File: src/rtl/ex_mem_stage_pkg.sv
// Shared processor package: memory-access FSM encoding and the access timeout limit.
package ex_mem_stage_pkg;

    typedef enum logic [1:0] {
        IDLE     = 2'd0,
        WAIT_ACK = 2'd1,
        DONE     = 2'd2,
        ERROR    = 2'd3
    } mem_state_e;

    localparam logic [15:0] TIMEOUT_CNT = 16'hFFFF;

endpackage

File: src/rtl/mem_access_ctrl.sv
// Data-memory handshake FSM: issues mem_req, waits for ack, times out or flags misalignment.
module mem_access_ctrl
    import ex_mem_stage_pkg::*;
(
    input  logic clk_i,
    input  logic rst_n_i,
    input  logic accept_i,
    input  logic is_mem_i,
    input  logic misalign_i,
    input  logic mem_ack_i,
    output logic mem_req_o,
    output logic stall_o,
    output logic err_o,
    output logic done_o
);

    mem_state_e  state_q;
    logic [15:0] cnt_q;
    logic        mem_req_q;
    logic        stall_q;
    logic        err_q;

    always_ff @(posedge clk_i or negedge rst_n_i) begin
        if (!rst_n_i) begin
            state_q   <= IDLE;
            cnt_q     <= 16'd0;
            mem_req_q <= 1'b0;
            stall_q   <= 1'b0;
            err_q     <= 1'b0;
        end else begin
            case (state_q)
                IDLE, DONE: begin
                    state_q   <= IDLE;
                    mem_req_q <= 1'b0;
                    stall_q   <= 1'b0;
                    if (accept_i && is_mem_i) begin
                        stall_q <= 1'b1;
                        if (misalign_i) begin
                            state_q <= ERROR;
                            err_q   <= 1'b1;
                        end else begin
                            state_q   <= WAIT_ACK;
                            mem_req_q <= 1'b1;
                            cnt_q     <= 16'd0;
                        end
                    end
                end
                WAIT_ACK: begin
                    if (mem_ack_i) begin
                        state_q   <= DONE;
                        mem_req_q <= 1'b0;
                        stall_q   <= 1'b0;
                    end else if (cnt_q + 16'd1 == TIMEOUT_CNT) begin
                        // Counter has reached the limit without an ack; abandon the access.
                        state_q   <= ERROR;
                        mem_req_q <= 1'b0;
                        err_q     <= 1'b1;
                        cnt_q     <= TIMEOUT_CNT;
                    end else begin
                        cnt_q <= cnt_q + 16'd1;
                    end
                end
                default: begin
                    state_q   <= ERROR;
                    mem_req_q <= 1'b0;
                    stall_q   <= 1'b1;
                    err_q     <= 1'b1;
                end
            endcase
        end
    end

    assign mem_req_o = mem_req_q;
    assign stall_o   = stall_q;
    assign err_o     = err_q;
    assign done_o    = (state_q == WAIT_ACK) && mem_ack_i;

endmodule

File: src/rtl/ex_mem_stage.sv
// EX/MEM pipeline stage: holds the execute result, runs data-memory accesses, feeds writeback.
module ex_mem_stage
    import ex_mem_stage_pkg::*;
(
    input  logic        clk,
    input  logic        rst,
    input  logic        in_valid,
    input  logic [15:0] ALU_result,
    input  logic [15:0] st_value,
    input  logic        mem_read,
    input  logic        mem_write,
    input  logic        reg_write,
    input  logic        halt,
    input  logic [2:0]  wr_reg,
    output logic        mem_req,
    output logic        mem_we,
    output logic [15:0] mem_addr,
    output logic [15:0] mem_wdata,
    input  logic        mem_ack,
    input  logic [15:0] mem_rdata,
    output logic        stall,
    output logic        out_valid,
    output logic        wb_en,
    output logic        err,
    output logic [15:0] wb_data,
    output logic [2:0]  wb_reg,
    output logic [15:0] EX_MEM_Data,
    output logic [2:0]  EX_MEM_reg,
    output logic        EX_MEM_regwrite
);

    logic        accept;
    logic        mem_done;

    logic        op_valid_q, op_valid_d;
    logic        op_load_q,  op_load_d;
    logic        op_we_q,    op_we_d;
    logic        op_rw_q,    op_rw_d;
    logic [2:0]  op_reg_q,   op_reg_d;
    logic [15:0] addr_q,     addr_d;
    logic [15:0] wdata_q,    wdata_d;
    logic [15:0] data_q,     data_d;
    logic        out_valid_q, out_valid_d;

    assign accept = in_valid & ~stall;

    mem_access_ctrl u_ctrl (
        .clk_i      (clk),
        .rst_n_i    (rst),
        .accept_i   (accept),
        .is_mem_i   (mem_read | mem_write),
        .misalign_i (ALU_result[0]),
        .mem_ack_i  (mem_ack),
        .mem_req_o  (mem_req),
        .stall_o    (stall),
        .err_o      (err),
        .done_o     (mem_done)
    );

    always_comb begin
        op_valid_d  = op_valid_q;
        op_load_d   = op_load_q;
        op_we_d     = op_we_q;
        op_rw_d     = op_rw_q;
        op_reg_d    = op_reg_q;
        addr_d      = addr_q;
        wdata_d     = wdata_q;
        data_d      = data_q;
        out_valid_d = 1'b0;
        if (accept) begin
            op_valid_d  = 1'b1;
            op_load_d   = mem_read;
            op_we_d     = mem_write;
            // A halt reaches writeback as a valid op that never writes the register file.
            op_rw_d     = reg_write & ~halt;
            op_reg_d    = wr_reg;
            addr_d      = ALU_result;
            wdata_d     = st_value;
            data_d      = ALU_result;
            out_valid_d = ~(mem_read | mem_write);
        end else if (mem_done) begin
            out_valid_d = 1'b1;
            if (op_load_q) begin
                data_d = mem_rdata;
            end
        end else if (!stall) begin
            op_valid_d = 1'b0;
        end
    end

    always_ff @(posedge clk or negedge rst) begin
        if (!rst) begin
            op_valid_q  <= 1'b0;
            op_load_q   <= 1'b0;
            op_we_q     <= 1'b0;
            op_rw_q     <= 1'b0;
            op_reg_q    <= 3'd0;
            addr_q      <= 16'd0;
            wdata_q     <= 16'd0;
            data_q      <= 16'd0;
            out_valid_q <= 1'b0;
        end else begin
            op_valid_q  <= op_valid_d;
            op_load_q   <= op_load_d;
            op_we_q     <= op_we_d;
            op_rw_q     <= op_rw_d;
            op_reg_q    <= op_reg_d;
            addr_q      <= addr_d;
            wdata_q     <= wdata_d;
            data_q      <= data_d;
            out_valid_q <= out_valid_d;
        end
    end

    assign mem_addr  = addr_q;
    assign mem_wdata = wdata_q;
    assign mem_we    = mem_req & op_we_q;

    assign out_valid = out_valid_q;
    assign wb_en     = out_valid_q & op_rw_q;
    assign wb_data   = data_q;
    assign wb_reg    = op_reg_q;

    // Forwarding must not offer a load's address as if it were the loaded value.
    assign EX_MEM_Data     = data_q;
    assign EX_MEM_reg      = op_reg_q;
    assign EX_MEM_regwrite = op_valid_q & op_rw_q & ~err & ~(op_load_q & stall);

endmodule
File: config.mk
export PLATFORM = sky130hd
export DESIGN_NAME = ex_mem_stage
export DESIGN_NICKNAME = d
export VERILOG_FILES = /design/src/rtl/ex_mem_stage_pkg.sv /design/src/rtl/mem_access_ctrl.sv /design/src/rtl/ex_mem_stage.sv
export SDC_FILE = /design/constraint.sdc
export NUM_CORES = 1
export LEC_CHECK = 0
export CAP_MARGIN = 15
export CORE_AREA = 5 5 96 98
export CTS_BUF_LIST = sky130_fd_sc_hd__clkbuf_16
export DETAILED_ROUTE_END_ITERATION = 7
export DIE_AREA = 0 0 101 103
export PLACE_DENSITY_LB_ADDON = 0.2
export SYNTH_ARGS = -nofsm -noshare
export SYNTH_HDL_FRONTEND = slang
export SYNTH_SLANG_ARGS = --single-unit
export TNS_END_PERCENT = 20
File: constraint.sdc
create_clock -name clk -period 2.7 [get_ports clk]
set_input_delay 0.27 -clock clk [delete_from_list [all_inputs] [get_ports clk]]
set_output_delay 0.27 -clock clk [all_outputs]
set_load 0.1 [all_outputs]
# ---- After elaboration in Yosys (flattened, before gate mapping)
# Cells that the tools add are included.
dict set report word_totals {
  regBits 77
  inputBits 59
  output_inout_bits 77
  word_cells 83
}
dict set report classes {
  addsub 1
  eq_ne 12
  mux 31
  bitwise_logic 14
  reduce_logical 11
}
# op count
set op_table {}
lappend op_table {{16-bit 2-to-1 mux} 7}
lappend op_table {{16-bit one-hot mux with 2 select lines} 1}
lappend op_table {{16-bit by 1-bit adder with 16-bit output, second input constant} 1}
lappend op_table {{16-bit equality test, second input constant} 1}
lappend op_table {{1-bit 2-to-1 mux} 15}
lappend op_table {{1-bit bitwise AND} 8}
lappend op_table {{2-bit 2-to-1 mux} 4}
lappend op_table {{2-bit by 1-bit != test with 1-bit output, second input constant} 4}
lappend op_table {{2-bit != test, second input constant} 4}
lappend op_table {{4-bit AND reduction} 2}
lappend op_table {{1-bit one-hot mux with 2 select lines} 3}
lappend op_table {{2-bit nonzero test} 3}
lappend op_table {{1-bit NOT} 5}
lappend op_table {{2-bit one-hot mux with 2 select lines} 1}
lappend op_table {{2-bit AND reduction} 2}
lappend op_table {{3-bit by 2-bit != test with 1-bit output, second input constant} 1}
lappend op_table {{2-bit by 1-bit equality test with 1-bit output, second input constant} 1}
lappend op_table {{2-bit equality test, second input constant} 1}
lappend op_table {{1-bit logical AND} 2}
lappend op_table {{2-bit logical NOT} 1}
lappend op_table {{2-bit OR reduction} 1}
lappend op_table {{1-bit OR} 1}

# ---- Longest topological paths before layout
dict set report logic_depth {
  ltp_word 5
  depth_mapped 7
  ltp_nobuf 7
}

# ---- Hierarchy
# A second synthesis with hierarchy kept.
dict set report hier_totals {
  hier_cells 392
  area_unflattened_um2 3824.9
}
# module n_inst cells_each area_each_um2 seq_area_each_um2
set by_module_without_submodules {}
lappend by_module_without_submodules {ex_mem_stage 1 244 2547.4 1401.3}
lappend by_module_without_submodules {mem_access_ctrl 1 148 1277.5 525.5}

# ---- Worst setup path before layout
# Ideal clock, no wire load.
dict set report synth_timing {
  path_kind {reg-to-output}
  from {reg u_ctrl.err_q, in the netlist u_ctrl.err_o}
  to {out EX_MEM_regwrite}
  t_arrival_ns 3.147
  required_ns 2.430
  path_slack_ns -0.717
  stages_incl_launch_ff 2
  path_buffers 0
  path_cell_list {dfrtp_1 -> a211oi_1}
}
dict set report synth_between {
  elab_chain_cells 3
}
# element line
set synth_rtl {}
lappend synth_rtl {{start: declaration} mem_access_ctrl.sv:21} ;# logic err_q;
lappend synth_rtl {{start signal: assignment} mem_access_ctrl.sv:29} ;# err_q <= 1'b0;
lappend synth_rtl {{start signal: assignment} mem_access_ctrl.sv:40} ;# err_q <= 1'b1;
lappend synth_rtl {{start signal: assignment} mem_access_ctrl.sv:57} ;# err_q <= 1'b1;
lappend synth_rtl {{1-bit NOT} ex_mem_stage.sv:127} ;# assign EX_MEM_regwrite = op_valid_q & op_rw_q & ~err & ~(op_load_q & stall);
lappend synth_rtl {{1-bit bitwise AND (2 in series)} ex_mem_stage.sv:127}
lappend synth_rtl {{end: declaration} ex_mem_stage.sv:29} ;# output logic EX_MEM_regwrite
# Every way passes these cells.

# ---- Final worst setup path
dict set report layout_timing {
  from {reg u_ctrl.cnt_q[0]}
  to {reg u_ctrl.mem_req_q, in the netlist u_ctrl.mem_req_o}
}
dict set report layout_between {
  elab_chain_cells 3
}
# element line
set layout_rtl {}
lappend layout_rtl {{start: declaration} mem_access_ctrl.sv:18} ;# logic [15:0] cnt_q;
lappend layout_rtl {{start signal: assignment} mem_access_ctrl.sv:60} ;# cnt_q <= cnt_q + 16'd1;
lappend layout_rtl {{16-bit by 1-bit adder with 16-bit output} mem_access_ctrl.sv:53} ;# end else if (cnt_q + 16'd1 == TIMEOUT_CNT) begin
lappend layout_rtl {{16-bit equality test} mem_access_ctrl.sv:53}
lappend layout_rtl {{3-bit by 2-bit != test with 1-bit output (no source line)} --}
lappend layout_rtl {{end signal: assignment} mem_access_ctrl.sv:51} ;# mem_req_q <= 1'b0;
lappend layout_rtl {{end signal: assignment} mem_access_ctrl.sv:56} ;# mem_req_q <= 1'b0;
lappend layout_rtl {{end signal: assignment} mem_access_ctrl.sv:65} ;# mem_req_q <= 1'b0;
lappend layout_rtl {{end: declaration} mem_access_ctrl.sv:19} ;# logic mem_req_q;
# Every way passes these cells.
# A chain may end at the register's enable or synchronous reset.

==> impl_summary.md <==
Synth
A synthesized cell averages 9.22 µm². The multiplexer share of the synthesized area is 4.52%. The number of enable flip-flop cells after synthesis is 0. The netlist uses 39 different library cells.

The share of synthesized cell area in full adder, half adder and majority cells is 0.707%. The share of flip-flops with an asynchronous set or reset is 100%. The mapped cell area is 3540 µm². The share of the yosys chip area belonging to registers is 54.4%. Ranked by total cell area, the synthesized netlist is headed by sky130_fd_sc_hd__dfrtp_1, sky130_fd_sc_hd__nand2_1, sky130_fd_sc_hd__o21ai_0.

After synthesis the netlist holds a flip-flop and latch count of a little under 80. The post-synthesis simple-gate area fraction is 21.7%. The top flip-flop cell by instance count after synthesis is sky130_fd_sc_hd__dfrtp_1. Of the total synthesized cell area, the portion taken by XOR and XNOR cells is 1.24%. The dominant cell type by area after synthesis is sky130_fd_sc_hd__dfrtp_1. The number of cells produced by synthesis is 384.

After synthesis, the largest family of logic cells by area is simple AND/OR/NAND/NOR gates. The synthesized netlist devotes 11.1% of its cell area to compound gates. The number of warnings issued by yosys is 0. The fraction of synthesized cell area taken by the top area cell type is 54.4%. Counting every net in the synthesized netlist gives 445.

Clock network
After clock tree synthesis, the repair step resized 0 gates. The post-CTS setup-driven buffer insertion count is 0. The number of clock sinks is 77.

The clock insertion delay at the later pin of the skew report is ~0.33 ns. The number of clock buffers inserted by TritonCTS is 9. The tree is rooted in a sky130_fd_sc_hd__clkbuf_16. For this design, the CTS-stage hold fixing added 0 buffers. The clock passes through at most 2 buffers. The H-tree was split into 3 levels. After clock tree synthesis, the clock-pin slew on the worst setup and hold paths is 0.06 ns. The CTS tree is built.

Routing
The final wirelength is about 9.6 mm. For this run, design rule violations remaining after detail routing come to 0. The violation count after the first detailed-routing iteration is 119. The remaining antenna violation count after routing is 0. The mean number of vias per cell is 4.99. In the final routed layout, each cell accounts on average for 15.6 µm. The first detailed-routing pass took 4 iterations. The number of vias in the routed layout is 3,057.

Setup path
The category of the worst setup path launch point is a flip-flop. The data arrival at the endpoint of the critical path is 2.50 ns. The worst setup path is of the reg -> reg kind. STA classifies the critical path endpoint as a flip-flop.

Along the worst path, the maximum fanout reaches 8. STA puts the critical path data required time at 2.92 ns.

Floorplanning
The initial standard-cell utilization of the core is 42.3%. The number of top-level design ports is 136. The core region is 8380 µm². The die is slightly above 100 µm wide. The die covers 10,400 µm². Row generation in the floorplan step produced 34 rows. Measured along the y axis, the die boundary spans 103 µm.

Placed design
The final weighted congestion of routability-driven global placement is around 0.84. Summing all placed instances gives a cell area of 4690 µm². Port buffering added approximately 140 buffers.

The placement-stage worst setup slack is 0.442 ns. The detailed placement HPWL is around 6.8 mm.

Timing
The fmax is 438 MHz. Setup repair after global routing left no endpoint under its margin. The final critical path takes up 84.6% of the cycle. The final clock skew is slightly above 0.009 ns.

The slew at the pin closest to its max-slew limit is 0.970 ns. The worst slew margin relative to its limit is 35.1%. The number of hold violations in the final report is 0. The clock period could shrink to 2.28 ns. The max-slew violation count came to 0. Final hold analysis gives a worst-case slack of 0.102 ns. Setup violations remaining at the end of the flow were counted as 0.

The least setup slack across all paths after layout is 0.416 ns. The aggregate negative setup slack is 0 ns.

Cells and area
The area occupied by multi-input gates is about 1400 µm². The post-route standard cell area excluding fillers is 4980 µm². The final net count is approximately 560. Relative to the synthesized area, the layout overhead comes to 40.6%. The filler cells instantiated in the layout total between 700 and 800. The number of inserted diodes is 0. Cells with a size suffix above 1 make up 21.6% of the layout.

In the final layout, flip-flops and latches occupy 1930 µm².

Global route
The initial antenna violation count is 0. Global routing used a little under a fifth of the available tracks across all layers. The global-route wire length before repair is 15.0 mm. The overflow left after global routing is 0.

Entering global routing, the biggest net connects 78 pins. The via count of the first global-routing pass is between 2k and 3k.

Hold path
The classification of the worst-slack hold path is in -> async.

Run
The reported max-cap violation count is 0.

Outcome
The flow ran to the end, and the final reports show no timing, DRC or antenna violations.
-- synth_stat cells, types with 3 or more instances --
cell and count:
sky130_fd_sc_hd__a31oi_1 4, sky130_fd_sc_hd__buf_1 4, sky130_fd_sc_hd__xnor2_1 4, sky130_fd_sc_hd__nand3_1 6
sky130_fd_sc_hd__nor2b_1 3, sky130_fd_sc_hd__mux2i_1 16, sky130_fd_sc_hd__nand4_1 5, sky130_fd_sc_hd__dfrtp_1 77
sky130_fd_sc_hd__a21oi_1 11, sky130_fd_sc_hd__nand2_1 124, sky130_fd_sc_hd__o21ai_0 43, sky130_fd_sc_hd__nand2b_1 3
sky130_fd_sc_hd__clkbuf_1 12, sky130_fd_sc_hd__and2_1 5, sky130_fd_sc_hd__buf_4 19, sky130_fd_sc_hd__buf_2 3
sky130_fd_sc_hd__nor2_1 16, sky130_fd_sc_hd__nor3_1 3
-- routing by layer --
layer	track usage (%)	vias up	wire, µm
li1	-	1505	-
met1	24.1	1446	4150
met2	30.5	95	4600
met3	4.19	11	695
met4	5.73	0	121
met5	0	-	0
-- critical path, cell delays in order, from the launching register on --
cell and delay (ns):
sky130_fd_sc_hd__dfrtp_1 0.47, sky130_fd_sc_hd__ha_1 0.36, sky130_fd_sc_hd__nand2_1 0.18, sky130_fd_sc_hd__nor4_4 0.31
sky130_fd_sc_hd__xnor2_1 0.09, sky130_fd_sc_hd__or4_4 0.52, sky130_fd_sc_hd__a31o_1 0.23
-- per-stage QoR --
step                      cells  util, %
final                       613     59.4
after global routing        613     59.4
after CTS                   613     59.4
after detailed placement    597     55.9
after global placement      597     55.9
after floorplan             384        -
-- path summary, 6_finish.rpt --
kind                            startpoint               end  slack [ns]  cells past startpoint
min reg2reg                   mem_wdata[3]      mem_wdata[3]        0.48                      2
max in group asynchronous              rst        op_valid_q        1.98                      1
max                        u_ctrl.cnt_q[0]  u_ctrl.mem_req_o        0.42                      6
max reg2reg                u_ctrl.cnt_q[0]  u_ctrl.mem_req_o        0.42                      6
min                                    rst      mem_addr[11]        0.10                      1
min in group clk              st_value[13]     mem_wdata[13]        0.47                      3
-- cells by family after synthesis --
| logic type | count (synthesis) |
|---|---|
| AO/OA/AOI/OAI | 69 |
| XOR/XNOR | 5 |
| adder cells (fa/ha/maj) | 2 |
| buffers and inverters | 40 |
| flip-flops | 77 |
| multiplexers | 16 |
| AND/OR/NAND/NOR | 175 |
-- cell usage in the layout (no fill, tap or decap), types with 3 or more instances in the layout --
| cell type | synthesis | layout |
|---|---|---|
| sky130_fd_sc_hd__mux2i_1 | 16 | 16 |
| sky130_fd_sc_hd__nor3_1 | 3 | 3 |
| sky130_fd_sc_hd__o21ai_0 | 43 | 43 |
| sky130_fd_sc_hd__nand2b_1 | 3 | 3 |
| sky130_fd_sc_hd__clkdlybuf4s50_1 | 0 | 57 |
| sky130_fd_sc_hd__nor2_1 | 16 | 16 |
| sky130_fd_sc_hd__buf_4 | 19 | 86 |
| sky130_fd_sc_hd__clkbuf_16 | 0 | 9 |
| sky130_fd_sc_hd__nand4_1 | 5 | 5 |
| sky130_fd_sc_hd__and2_1 | 5 | 5 |
| sky130_fd_sc_hd__a31oi_1 | 4 | 4 |
| sky130_fd_sc_hd__xnor2_1 | 4 | 4 |
| sky130_fd_sc_hd__a21oi_1 | 11 | 11 |
| sky130_fd_sc_hd__dfrtp_1 | 77 | 77 |
| sky130_fd_sc_hd__nand3_1 | 6 | 6 |
| sky130_fd_sc_hd__nand2_1 | 124 | 124 |
-- layout make-up --
type / count / area share [%]
Clock inverter: 7 / 1.33
Multi-Input combinational cell: 267 / 28.1
Tap cell: 108 / 2.71
Timing Repair Buffer: 143 / 24.4
Sequential cell: 77 / 38.7
Clock buffer: 9 / 4.52
Inverter: 2 / 0.151
Power is not shown: default switching activity piles up to over one toggle a cycle in this logic, so the estimate is an artifact.
